[config.mk]
export PLATFORM = sky130hd
export DESIGN_NAME = max_setter
export DESIGN_NICKNAME = d
export VERILOG_FILES = /design/src/rtl/max_setter_pkg.sv /design/src/rtl/max_setter_key_debounce.sv /design/src/rtl/max_setter.sv
export SDC_FILE = /design/constraint.sdc
export NUM_CORES = 1
export LEC_CHECK = 0
export ABC_AREA = 1
export BUFFER_PORTS_ARGS = -buffer_cell sky130_fd_sc_hd__buf_4
export CAP_MARGIN = 15
export CORE_MARGIN = 2
export CORE_UTILIZATION = 60
export DETAILED_ROUTE_END_ITERATION = 10
export PLACE_DENSITY = 0.81
export SLEW_MARGIN = 0
export SYNTH_ARGS = -nofsm -noshare
export SYNTH_HDL_FRONTEND = slang
export SYNTH_SLANG_ARGS = --single-unit
[constraint.sdc]
create_clock -name CLK -period 4.6 [get_ports CLK]
set_clock_uncertainty 0.2 [all_clocks]
set_input_delay 0.23 -clock CLK [delete_from_list [all_inputs] [get_ports CLK]]
set_output_delay 0.23 -clock CLK [all_outputs]
set_load 0.1 [all_outputs]
[src/rtl/max_setter_pkg.sv]
// Shared definitions for the bottle-capacity setter: FSM states, BCD limits
// and the index of each front-panel key in the key vectors.
package max_setter_pkg;

  typedef enum logic {
    IDLE = 1'b0,
    EDIT = 1'b1
  } state_t;

  localparam logic [3:0] BCD_MAX  = 4'd9;
  localparam logic [3:0] BCD_ZERO = 4'd0;

  localparam int INC   = 0;
  localparam int DEC   = 1;
  localparam int SEL   = 2;
  localparam int OK    = 3;
  localparam int NKEYS = 4;

endpackage

[src/rtl/max_setter_key_debounce.sv]
// One push-button front end: two-flop synchroniser, debounce counter that
// accepts a new level after DEB_CYCLES consecutive agreeing samples, and a
// registered single-cycle pulse on each accepted 0->1 transition.
module key_debounce #(
  parameter int DEB_CYCLES = 4
) (
  input  logic CLK,
  input  logic RSTn,
  input  logic key,
  output logic pulse
);

  localparam logic [7:0] CNT_LAST = 8'(DEB_CYCLES - 1);

  logic       key_p0;
  logic       key_p1;
  logic       lvl_p2;
  logic [7:0] cnt_p2;

  // Synchronise the raw asynchronous button into the CLK domain.
  always_ff @(posedge CLK or negedge RSTn) begin
    if (!RSTn) begin
      key_p0 <= 1'b0;
      key_p1 <= 1'b0;
    end else begin
      key_p0 <= key;
      key_p1 <= key_p0;
    end
  end

  // --- stage p2: debounce counter, accepted level and rise pulse ---
  // The pulse is registered on the same edge that accepts the high level so
  // the action lands exactly one edge later.
  always_ff @(posedge CLK or negedge RSTn) begin
    if (!RSTn) begin
      lvl_p2 <= 1'b0;
      cnt_p2 <= 8'd0;
      pulse  <= 1'b0;
    end else begin
      pulse <= 1'b0;
      if (key_p1 == lvl_p2) begin
        cnt_p2 <= 8'd0;
      end else if (cnt_p2 >= CNT_LAST) begin
        lvl_p2 <= key_p1;
        cnt_p2 <= 8'd0;
        pulse  <= key_p1;
      end else begin
        cnt_p2 <= cnt_p2 + 8'd1;
      end
    end
  end

endmodule

[src/rtl/max_setter.sv]
// Operator entry of the two-digit BCD bottle capacity. Debounced keys edit one
// digit at a time while EN_set is high; ok commits a non-zero value to
// maxH/maxL, and set qualifies the committed value whenever not editing.
module max_setter
  import max_setter_pkg::*;
#(
  parameter int         DEB_CYCLES = 4,
  parameter logic [3:0] DEF_H      = 4'd1,
  parameter logic [3:0] DEF_L      = 4'd0
) (
  input  logic       CLK,
  input  logic       RSTn,
  input  logic       EN_set,
  input  logic       key_inc,
  input  logic       key_dec,
  input  logic       key_sel,
  input  logic       key_ok,
  output logic [3:0] maxH,
  output logic [3:0] maxL,
  output logic       set,
  output logic [3:0] editH,
  output logic [3:0] editL,
  output logic       selH,
  output logic       err
);

  // Wrap-around digit step; any out-of-range value is forced back into BCD.
  function automatic logic [3:0] bcd_inc(input logic [3:0] d);
    return (d >= BCD_MAX) ? BCD_ZERO : d + 4'd1;
  endfunction

  function automatic logic [3:0] bcd_dec(input logic [3:0] d);
    return (d == BCD_ZERO || d > BCD_MAX) ? BCD_MAX : d - 4'd1;
  endfunction

  logic [NKEYS-1:0] key_raw;
  logic [NKEYS-1:0] pulse;
  state_t           state;
  logic [3:0]       sel_digit;
  logic [3:0]       stepped;
  logic             step_vld;

  assign key_raw[INC] = key_inc;
  assign key_raw[DEC] = key_dec;
  assign key_raw[SEL] = key_sel;
  assign key_raw[OK]  = key_ok;

  for (genvar k = 0; k < NKEYS; k++) begin : g_key
    key_debounce #(
      .DEB_CYCLES(DEB_CYCLES)
    ) u_key_debounce (
      .CLK  (CLK),
      .RSTn (RSTn),
      .key  (key_raw[k]),
      .pulse(pulse[k])
    );
  end

  // Next value of the selected digit for a lone inc or dec pulse.
  always_comb begin
    sel_digit = selH ? editH : editL;
    step_vld  = pulse[INC] ^ pulse[DEC];
    stepped   = pulse[INC] ? bcd_inc(sel_digit) : bcd_dec(sel_digit);
  end

  // FSM with edit/commit registers; priority is abort > ok > sel > inc/dec.
  always_ff @(posedge CLK or negedge RSTn) begin
    if (!RSTn) begin
      state <= IDLE;
      maxH  <= DEF_H;
      maxL  <= DEF_L;
      editH <= DEF_H;
      editL <= DEF_L;
      selH  <= 1'b0;
      set   <= 1'b1;
      err   <= 1'b0;
    end else begin
      err <= 1'b0;
      case (state)
        IDLE: begin
          if (EN_set) begin
            state <= EDIT;
            set   <= 1'b0;
            selH  <= 1'b0;
          end
        end
        EDIT: begin
          if (!EN_set) begin
            state <= IDLE;
            set   <= 1'b1;
            editH <= maxH;
            editL <= maxL;
          end else if (pulse[OK]) begin
            if ({editH, editL} != 8'h00) begin
              state <= IDLE;
              set   <= 1'b1;
              maxH  <= editH;
              maxL  <= editL;
            end else begin
              err <= 1'b1;
            end
          end else if (pulse[SEL]) begin
            selH <= ~selH;
          end else if (step_vld) begin
            if (selH) editH <= stepped;
            else      editL <= stepped;
          end
        end
        default: begin
          state <= IDLE;
          set   <= 1'b1;
        end
      endcase
    end
  end

endmodule
==> results.toml, run 1 <==
[run_status]
status = "complete, no violations"

[route]
post_drt_via_cell_ratio = 4.93
drc = 0
wire_per_inst_um = 12.7
antenna_left = 0
drt-initial-drc-count = 161
first_pass_iters = 6
vias = 1933
routed_wl_um = 4970

[critical_path]
r2r_end = "editL[3]"
crit_path_end_kind = "register"
critPathRequiredTime_ps = 4660
ff2ff_path_depth = 12
crit_top_cell = "nand2_1"
path_cells = "inv_2 -> nand2_1 -> nand2_1 -> ha_1 -> nand3_2 -> nand2_2 -> nand2_2 -> nor2_2 -> nand2_1 -> nand3_1 -> nand2_1 -> a21oi_1"
critPathMaxStageDelay_ps = 560
path_buf_inv = 1
cpLargestDelayFamily = "simple AND/OR/NAND/NOR gates"
r2r-start = "selH"
cp-start-kind = "register"
crit_type = "reg -> reg"
r2r_slack_ps = 2290
crit_slowest_cell = "dfrtp_1"
path_max_fanout = 13
arrival_ps = 2380

[hold_path]
hold_path_depth = 3
hold_path.class = "in -> reg"
hold_path_startpoint = "EN_set"
hold_end = "err"

[layout]
antenna_cells = 0
drive_gt1_frac = 0.168
stdcell_count = 392
regArea_sq_mm = 0.00171
n_fill_cell = 315
multiInputGateArea_sq_mm = 0.00101
area_delta_synth_final_pct = 20.4
nets = 350

[grt]
grt_pass1_wl_um = 8550
antenna_found_initial = 0
overflow = 0
grt_max_degree = 69
grt_pass1_vias = 1884
grt.total_usage = 0.222

[cts]
cts_resized = 0
htree_levels = 3
cts_tree = "yes"
path_clk_slew_ps = 70
cts.sinks = 68
cts_root_buf = "clkbuf_8"
worstSkewPairLatency_ps = 340
clk_path_buf_depth = 2
cts_buffers = 9

[power]
peakVddDrop_mv = 0.457
power_frac_seq = 0.333
p_leak_nw = 1.70
power.internal_w = 0.00121
pwr-share-comb = 0.459
p_sw_w = 0.00113
clock_power_share = 0.208
finalPower_w = 0.00234
sw_frac_of_total = 0.482
p_per_area_mw_per_mm2 = 705

[yosys]
synth.avg_cell_area_sq_um = 10.0
synthDistinctLibCells = 28
synth_edf_count = 0
async_reset_ff_frac = 1.00
synth_seq_area_share = 0.619
syn_area_sq_mm = 0.00276
yosys_warnings = 0
ys.flop_type = "dfrtp_1"
ys_ff_latch = 68
syn_inst = 275

[floorplanning]
rows = 24
fp.dieArea_sq_mm = 0.00515
start_util = 0.629
die_w_um = 71.8
io_pins = 26
die_h_um = 71.8
core_region_area_sq_mm = 0.00438

[place]
dpl.hpwl_um = 3420
gp_congestion = 0.943
io_buffers = 25
dp_cells = 371

[run]
max-cap-violations = 0

[timing]
min_period_ps = 2310
finalSetupTns_ps = 0
max_slew_margin = 0.461
setup_viol = 0
drv_slew = 0
hold_violations = 0
rsz0062_at_grt = "false"
finalCritPeriodShare = 0.503
tightest_slew_ps = 809
timing.fmax_ghz = 0.432
-- what timing repair did --
action,CTS,global route
buffers inserted,0,0
endpoints found under the hold margin,69,0
hold buffers,5,0
-- layer usage --
layer / share of wire / wire length (um) / global-route usage
met5: 0 / 0 / 0
met4: 0.021 / 105 / 0.103
met3: 0.065 / 323 / 0.0506
met2: 0.47 / 2320 / 0.332
met1: 0.45 / 2220 / 0.314
-- cell type report --
cell class	count	area share
sequential	68	0.514
multi-input combinational	199	0.305
timing repair buffer	30	0.0716
clock buffer	14	0.0490
inverter	27	0.0305
tap	52	0.0196
clock inverter	2	0.0106
-- Yosys cell counts, drive strengths merged, types with 3 or more instances --
library cell / n / area [sq um]
a21oi: 11 / 55.1
o21ai: 16 / 83.8
dfrtp: 65 / 1630
ha: 8 / 100
nor4: 4 / 25.0
inv: 27 / 101
nand3: 11 / 65.1
xor2: 6 / 60.1
buf: 3 / 21.3
a21boi: 6 / 45.0
nor2: 24 / 92.6
dfstp: 3 / 78.8
nand4: 5 / 31.3
nand2: 81 / 342
-- power groups by stage --
stage | Sequential, W | Clock, W | Combinational, W
after global routing | 0.000792 | 0.000523 | 0.00114
after detailed placement | 0.000790 | 0 | 0.00107
after floorplan | 0.00130 | 0 | 0.000321
after CTS | 0.000779 | 0.000493 | 0.00107
after global placement | 0.000788 | 0 | 0.00106
final | 0.000781 | 0.000486 | 0.00107
-- cells in the final DEF, fill, tap and decap left out --
| cell type | instances |
|---|---|
| nand2_4 | 3 |
| nor3_1 | 1 |
| o21ai_2 | 1 |
| a22o_1 | 1 |
| clkbuf_8 | 11 |
| dfrtp_1 | 65 |
| nand3_2 | 2 |
| clkbuf_1 | 3 |
| nor2_1 | 23 |
| o211ai_1 | 1 |
| bufinv_16 | 1 |
| nor4_1 | 4 |
| clkinv_2 | 1 |
| xor2_2 | 1 |
| nand3_1 | 9 |
| xor2_1 | 5 |
| dfstp_2 | 3 |
| o21ai_0 | 11 |
| nand4_1 | 5 |
| inv_1 | 25 |
| a21oi_1 | 11 |
| inv_2 | 2 |
| dlygate4sd3_1 | 5 |
| buf_4 | 25 |
| ha_1 | 8 |
| nand2_2 | 6 |
| o21ai_1 | 4 |
| conb_1 | 24 |
| nand2_1 | 72 |
| a21boi_1 | 6 |
| nor2_2 | 1 |
-- worst max-delay path by stage --
| stage | cells past startpoint | to | start | slack (ps) |
|---|---|---|---|---|
| detailed placement | 12 | editL[3] | selH | 2310 |
| global placement | 12 | editL[3] | selH | 2400 |
| CTS | 12 | editL[3] | selH | 2290 |
| finish | 12 | editL[3] | selH | 2290 |
| floorplan | 12 | editH[2] | selH | 2060 |
| global route | 10 | editL[1] | selH | 2100 |
-- kinds of logic (layout without fill, tap and decap cells) --
group	Yosys count	count (layout)	share of synthesized area
AO/OA/AOI/OAI	35	35	0.0726
buffers and inverters	31	73	0.0458
other	1	24	0.00136
XOR/XNOR	6	6	0.0218
adder cells (fa/ha/maj)	8	8	0.0363
AND/OR/NAND/NOR	126	126	0.203
flip-flops	68	68	0.619
-- worst min-delay path, cell delays in order --
cell and delay [ps]:
buf_4 150, nand2_1 80, nor3_1 50
-- flip-flops by register name (all words and copies together), names as in the netlist --
signal and count:
set 1, maxH 4, maxL 4, selH 1, g_key.u_key_debounce.key_p0 4, state 1
g_key.u_key_debounce.lvl_p2 4, g_key.u_key_debounce.pulse 4, g_key.u_key_debounce.key_p1 4, editL 4, g_key.u_key_debounce.cnt_p2 32, editH 4
err 1
-- stage by stage --
step	instance area, sq um	setup slack (ps)	utilization	hold WS, ps
finish	3320	2290	0.757	8.20
detailed placement	3070	2310	0.700	139
floorplan	2840	2060	-	-266
CTS	3320	2290	0.757	7.41
global route	3320	2100	0.757	38.5
global placement	3070	2400	0.700	132
No activity file was read; power rests on OpenSTA's default activity.
==> run 2: changes to the inputs <==
- CORE_UTILIZATION: 60 -> 52
- PLACE_DENSITY: 0.81 -> 0.74
- clock period: 4.6 -> 2.1 ns (I/O delays scaled with it)
==> run 2 against run 1 <==
  * Design area increased by 5.5%
  * Maximum frequency increased by 17%
  * Clock-buffer cell count decreased by 1
  * Die area increased by 14%
  * Largest cell class unchanged
  * Flip-flop and latch count unchanged
  * First-iteration DRC count decreased by 30%
  * Non-clock buffer count increased by 10
  * Sequential power increased by 120%
  * Via count increased by 2.9%
==> results.toml, run 2 (same netlist as run 1, synthesis figures left out) <==
[run_status]
status = "complete, no violations"

[power]
power_frac_seq = 0.323
clock_power_share = 0.213
pwr-share-comb = 0.464
sw_frac_of_total = 0.471
p_sw_w = 0.00250
p_leak_nw = 1.76
p_per_area_mw_per_mm2 = 1520
power.internal_w = 0.00281
peakVddDrop_mv = 0.960

[cts]
cts_root_buf = "clkbuf_8"
htree_levels = 3
cts_tree = "yes"
clk_path_buf_depth = 2
path_clk_slew_ps = 70
cts.sinks = 68
worstSkewPairLatency_ps = 340
cts_buffers = 9

[floorplanning]
core_region_area_sq_mm = 0.00511
rows = 26
fp.dieArea_sq_mm = 0.00590
die_h_um = 76.8
io_pins = 26
die_w_um = 76.8
start_util = 0.540

[timing]
drv_slew = 0
rsz0062_at_grt = "false"
finalSetupTns_ps = 0
max_slew_margin = 0.581
min_period_ps = 1980
setup_viol = 0
finalCritPeriodShare = 0.942
timing.fmax_ghz = 0.505
hold_violations = 0
tightest_slew_ps = 624
holdWs_ps = 77.1

[critical_path]
cp-start-kind = "register"
crit_path_end_kind = "register"
path_max_fanout = 9
crit_slowest_cell = "dfrtp_4"
path_buf_inv = 1
critPathMaxStageDelay_ps = 520
path_cells = "inv_6 -> nand2_1 -> nand2_4 -> ha_4 -> nand3_2 -> nand2_2 -> nand2_2 -> nor2_2 -> nand2_1 -> o21ai_1 -> nand2_1 -> a21boi_1"
critPathRequiredTime_ps = 2160
crit_type = "reg -> reg"
arrival_ps = 2040
crit_top_cell = "nand2_1"
cpLargestDelayFamily = "simple AND/OR/NAND/NOR gates"

[place]
gp_congestion = 0.917
dpl.hpwl_um = 3550
io_buffers = 25

[layout]
largest_reg_flops = 32
layout_common_cells = "nand2_1 (71), dfrtp_1 (57), buf_4 (32)"
nets = 360
regMostFlops = "g_key.u_key_debounce.cnt_p2"
area_delta_synth_final_pct = 27.0
layout_commonest_cell = "nand2_1"
antenna_cells = 0
drive_gt1_frac = 0.226

[grt]
grt.total_usage = 0.191
grt_pass1_wl_um = 8630
overflow = 0
antenna_found_initial = 0
grt_max_degree = 41
grt_pass1_vias = 1926

[route]
antenna_left = 0
drt-initial-drc-count = 113
drc = 0
wire_per_inst_um = 11.6
vias = 1990
routed_wl_um = 4890
post_drt_via_cell_ratio = 4.74
first_pass_iters = 4

[hold_path]
hold_path.class = "in -> async"

[run]
max-cap-violations = 0
-- run 2: cell count changes in the layout (fill, tap and decap cells not counted), moves of 2 or more --
cell	delta
dfrtp_1	-8
buf_4	+7
dfrtp_2	+7
clkbuf_1	-3
clkbuf_8	+2
-- run 2: cell type report --
class,instances,area (sq um)
sequential,68,1720
inverter,27,106
fill,422,1610
clock inverter,3,42.5
tap,70,87.6
clock buffer,13,179
multi-input combinational,199,1030
timing repair buffer,40,332
-- run 2: power by group through the flow --
stage / registers, W / logic (W) / clock network [W]
6_report: 0.00172 / 0.00247 / 0.00113
5_1_grt: 0.00175 / 0.00262 / 0.00122
4_1_cts: 0.00172 / 0.00245 / 0.00116
3_5_place_dp: 0.00174 / 0.00243 / 0
3_3_place_gp: 0.00174 / 0.00242 / 0
2_1_floorplan: 0.00288 / 0.000730 / 0
-- run 2: what timing repair did --
item	in CTS	in global routing
buffers inserted	0	2
hold endpoints to repair	79	0
gates resized for setup	0	5
endpoints found under the setup margin	0	8
hold buffers	6	0
-- run 2: stage by stage --
stage	std cells	cell area (sq um)	setup WS, ps	utilization	total power, W
finish	420	3500	122	0.685	0.00532
floorplan	298	2870	22.1	-	0.00361
global route	420	3500	6.07	0.685	0.00558
global placement	396	3190	126	0.624	0.00416
detailed placement	396	3190	89.8	0.624	0.00417
CTS	418	3470	59.2	0.680	0.00533
-- run 2: worst register-to-register path, stage by stage, from the launching register on --
cell      delay [ps]
dfrtp_4          520
inv_6            100
nand2_1          100
nand2_4          120
ha_4             160
nand3_2          100
nand2_2           80
nand2_2           60
nor2_2            90
nand2_1           60
o21ai_1           70
nand2_1           80
a21boi_1         150
-- run 2: per-layer routing --
metal / vias up / part of all wire / global-route usage
met5: - / 0 / 0
met2: 40 / 0.50 / 0.309
li1: 992 / - / -
met3: 4 / 0.047 / 0.0659
met4: 0 / 0.0080 / 0.0727
met1: 954 / 0.44 / 0.237
-- run 2: final timing paths --
path,start,slack [ps],end,cells past startpoint
setup / recovery,selH,120,editH[2],12
hold / removal,RSTn,80,g_key[3].u_key_debounce.cnt_p2[7],2
setup reg to reg,selH,120,editH[2],12
hold reg to reg,g_key[3].u_key_debounce.key_p0,150,g_key[3].u_key_debounce.key_p1,0
max in group asynchronous,RSTn,1030,maxH[0],3
min in group CLK,g_key[3].u_key_debounce.key_p0,150,g_key[3].u_key_debounce.key_p1,0
==> run 3: changes to the inputs <==
- CELL_PAD_IN_SITES_DETAIL_PLACEMENT: not set -> 1
- CELL_PAD_IN_SITES_GLOBAL_PLACEMENT: not set -> 2
- CORE_UTILIZATION: 52 -> 34
- PLACE_DENSITY: 0.74 -> not set
- PLACE_DENSITY_LB_ADDON: not set -> 0.1
==> run 3 against run 2 <==
  * Global-route usage fell by 3.7 points
  * Wire length increased by 20%
  * Combinational power is essentially flat
  * Total power is 0.98% lower
  * Setup slack got worse by 21 ps
  * Sequential share of layout area fell by 0.28 points
  * Clock-buffer cell count is 3 lower
  * Flip-flop and latch count did not move
  * First-iteration DRC count fell by 55%
  * Design area rose by 0.57%
  * Die area increased by 50%
  * Sequential power hardly changed
  * Critical endpoint is now editL[0]
  * Largest power group unchanged
==> results.toml, run 3 (same netlist as run 1, synthesis figures left out) <==
[floorplanning]
io_pins = 26
core_region_area_sq_mm = 0.00781
rows = 32
start_util = 0.353
die_h_um = 94.0
fp.dieArea_sq_mm = 0.00884
die_w_um = 94.0

[place]
io_buffers = 25
placed_area_sq_mm = 0.00325
dpl.hpwl_um = 4420
gp_congestion = 0.852

[critical_path]
arrival_ps = 2010
r2r-start = "editH[0]"
crit_top_cell = "nand2_4"
path_cells = "inv_1 -> nand2_1 -> nand2_4 -> ha_1 -> nand3_1 -> nand2_4 -> o211ai_1 -> a21boi_1"
path_buf_inv = 1
cp-start-kind = "register"
path_max_fanout = 5
crit_type = "reg -> reg"
r2r_end = "editL[0]"
critPathRequiredTime_ps = 2110
crit_path_end_kind = "register"
ff2ff_path_depth = 8
cpLargestDelayFamily = "flip-flops"
critPathMaxStageDelay_ps = 620
crit_slowest_cell = "dfstp_4"
r2r_slack_ps = 100

[route]
post_drt_via_cell_ratio = 4.42
drc = 0
vias = 2012
antenna_left = 0
routed_wl_um = 5880
first_pass_iters = 4
wire_per_inst_um = 12.9
drt-initial-drc-count = 51

[cts]
cts.sinks = 68
cts_root_buf = "clkbuf_8"
htree_levels = 3
worstSkewPairLatency_ps = 340
cts_tree = "yes"
path_clk_slew_ps = 70
clk_path_buf_depth = 2
cts_buffers = 9
post_cts_buffers = 0

[grt]
grt_max_degree = 27
grt_pass1_wl_um = 10100
antenna_found_initial = 0
grt.total_usage = 0.154
overflow = 0
grt_pass1_vias = 2083

[timing]
tightest_slew_ps = 641
max_slew_margin = 0.570
finalCritPeriodShare = 0.952
rsz0062_at_grt = "false"
drv_slew = 0
min_period_ps = 2000
timing.fmax_ghz = 0.500
hold_violations = 0
setup_viol = 0
finalSetupTns_ps = 0

[layout]
largest_reg_flops = 32
area_delta_synth_final_pct = 27.7
nets = 363
drive_gt1_frac = 0.232
layout_common_cells = "nand2_1 (71), dfrtp_1 (57), buf_4 (37)"
final_util = 0.451
antenna_cells = 0
design_area_sq_mm = 0.00352
regMostFlops = "g_key.u_key_debounce.cnt_p2"
layout_commonest_cell = "nand2_1"

[power]
p_leak_nw = 1.75
finalPower_w = 0.00526
p_per_area_mw_per_mm2 = 1500
peakVddDrop_mv = 0.468

[hold_path]
hold_path.class = "in -> async"

[run]
max-cap-violations = 0

[run_status]
status = "complete, no violations"
run 3: changes by cell type in the layout (fill, tap and decap cells not counted), sizes merged:
| cell | previous run | this run |
|---|---|---|
| buf | 34 | 37 |
| clkbuf | 13 | 10 |
| clkinv | 1 | 2 |
| clkinvlp | 1 | 2 |
| inv | 27 | 28 |
run 3: worst max-delay path by stage:
stage / cells past startpoint / start / end / slack (ps)
finish: 8 / editH[0] / editL[0] / 100
global route: 8 / editH[0] / editL[0] / 10
CTS: 10 / selH / editH[2] / 100
detailed placement: 10 / selH / editH[2] / 120
global placement: 8 / editH[0] / editL[0] / 140
floorplan: 11 / editL[1] / editH[2] / 20
run 3: repair_timing:
item / CTS / global route
endpoints found under the setup margin: 0 / 5
hold buffers: 6 / 0
endpoints found under the hold margin: 79 / 0
gates resized for setup: 0 / 3
run 3: layout make-up:
cell class,count,area (sq um)
clock buffer,10,128
clock inverter,6,63.8
fill,897,4290
inverter,27,101
multi-input combinational,199,1040
sequential,68,1720
tap,102,128
timing repair buffer,43,338
run 3: stage by stage:
step           hold slack (ps)  cells  setup slack, ps
6_report                  14.6    455              100
3_5_place_dp              -158    433              118
3_3_place_gp              -158    433              140
2_1_floorplan             -391    298             22.1
5_1_grt                   18.0    455             11.2
4_1_cts                   12.1    455             99.2
run 3: metal layers:
metal	routed length, um	track usage	share of wire
met5	0	0	0
met3	240	0.0490	0.041
met1	2590	0.186	0.44
met4	149	0.0700	0.025
met2	2900	0.251	0.49
run 3: power breakdown:
| part | leakage (nW) | switching [W] | total (W) | internal (W) |
|---|---|---|---|---|
| Clock | 0.0927 | 0.000506 | 0.00105 | 0.000549 |
| Combinational | 0.844 | 0.00190 | 0.00250 | 0.000603 |
| Sequential | 0.812 | 0.000161 | 0.00171 | 0.00155 |
| Total | 1.75 | 0.00257 | 0.00526 | 0.00270 |
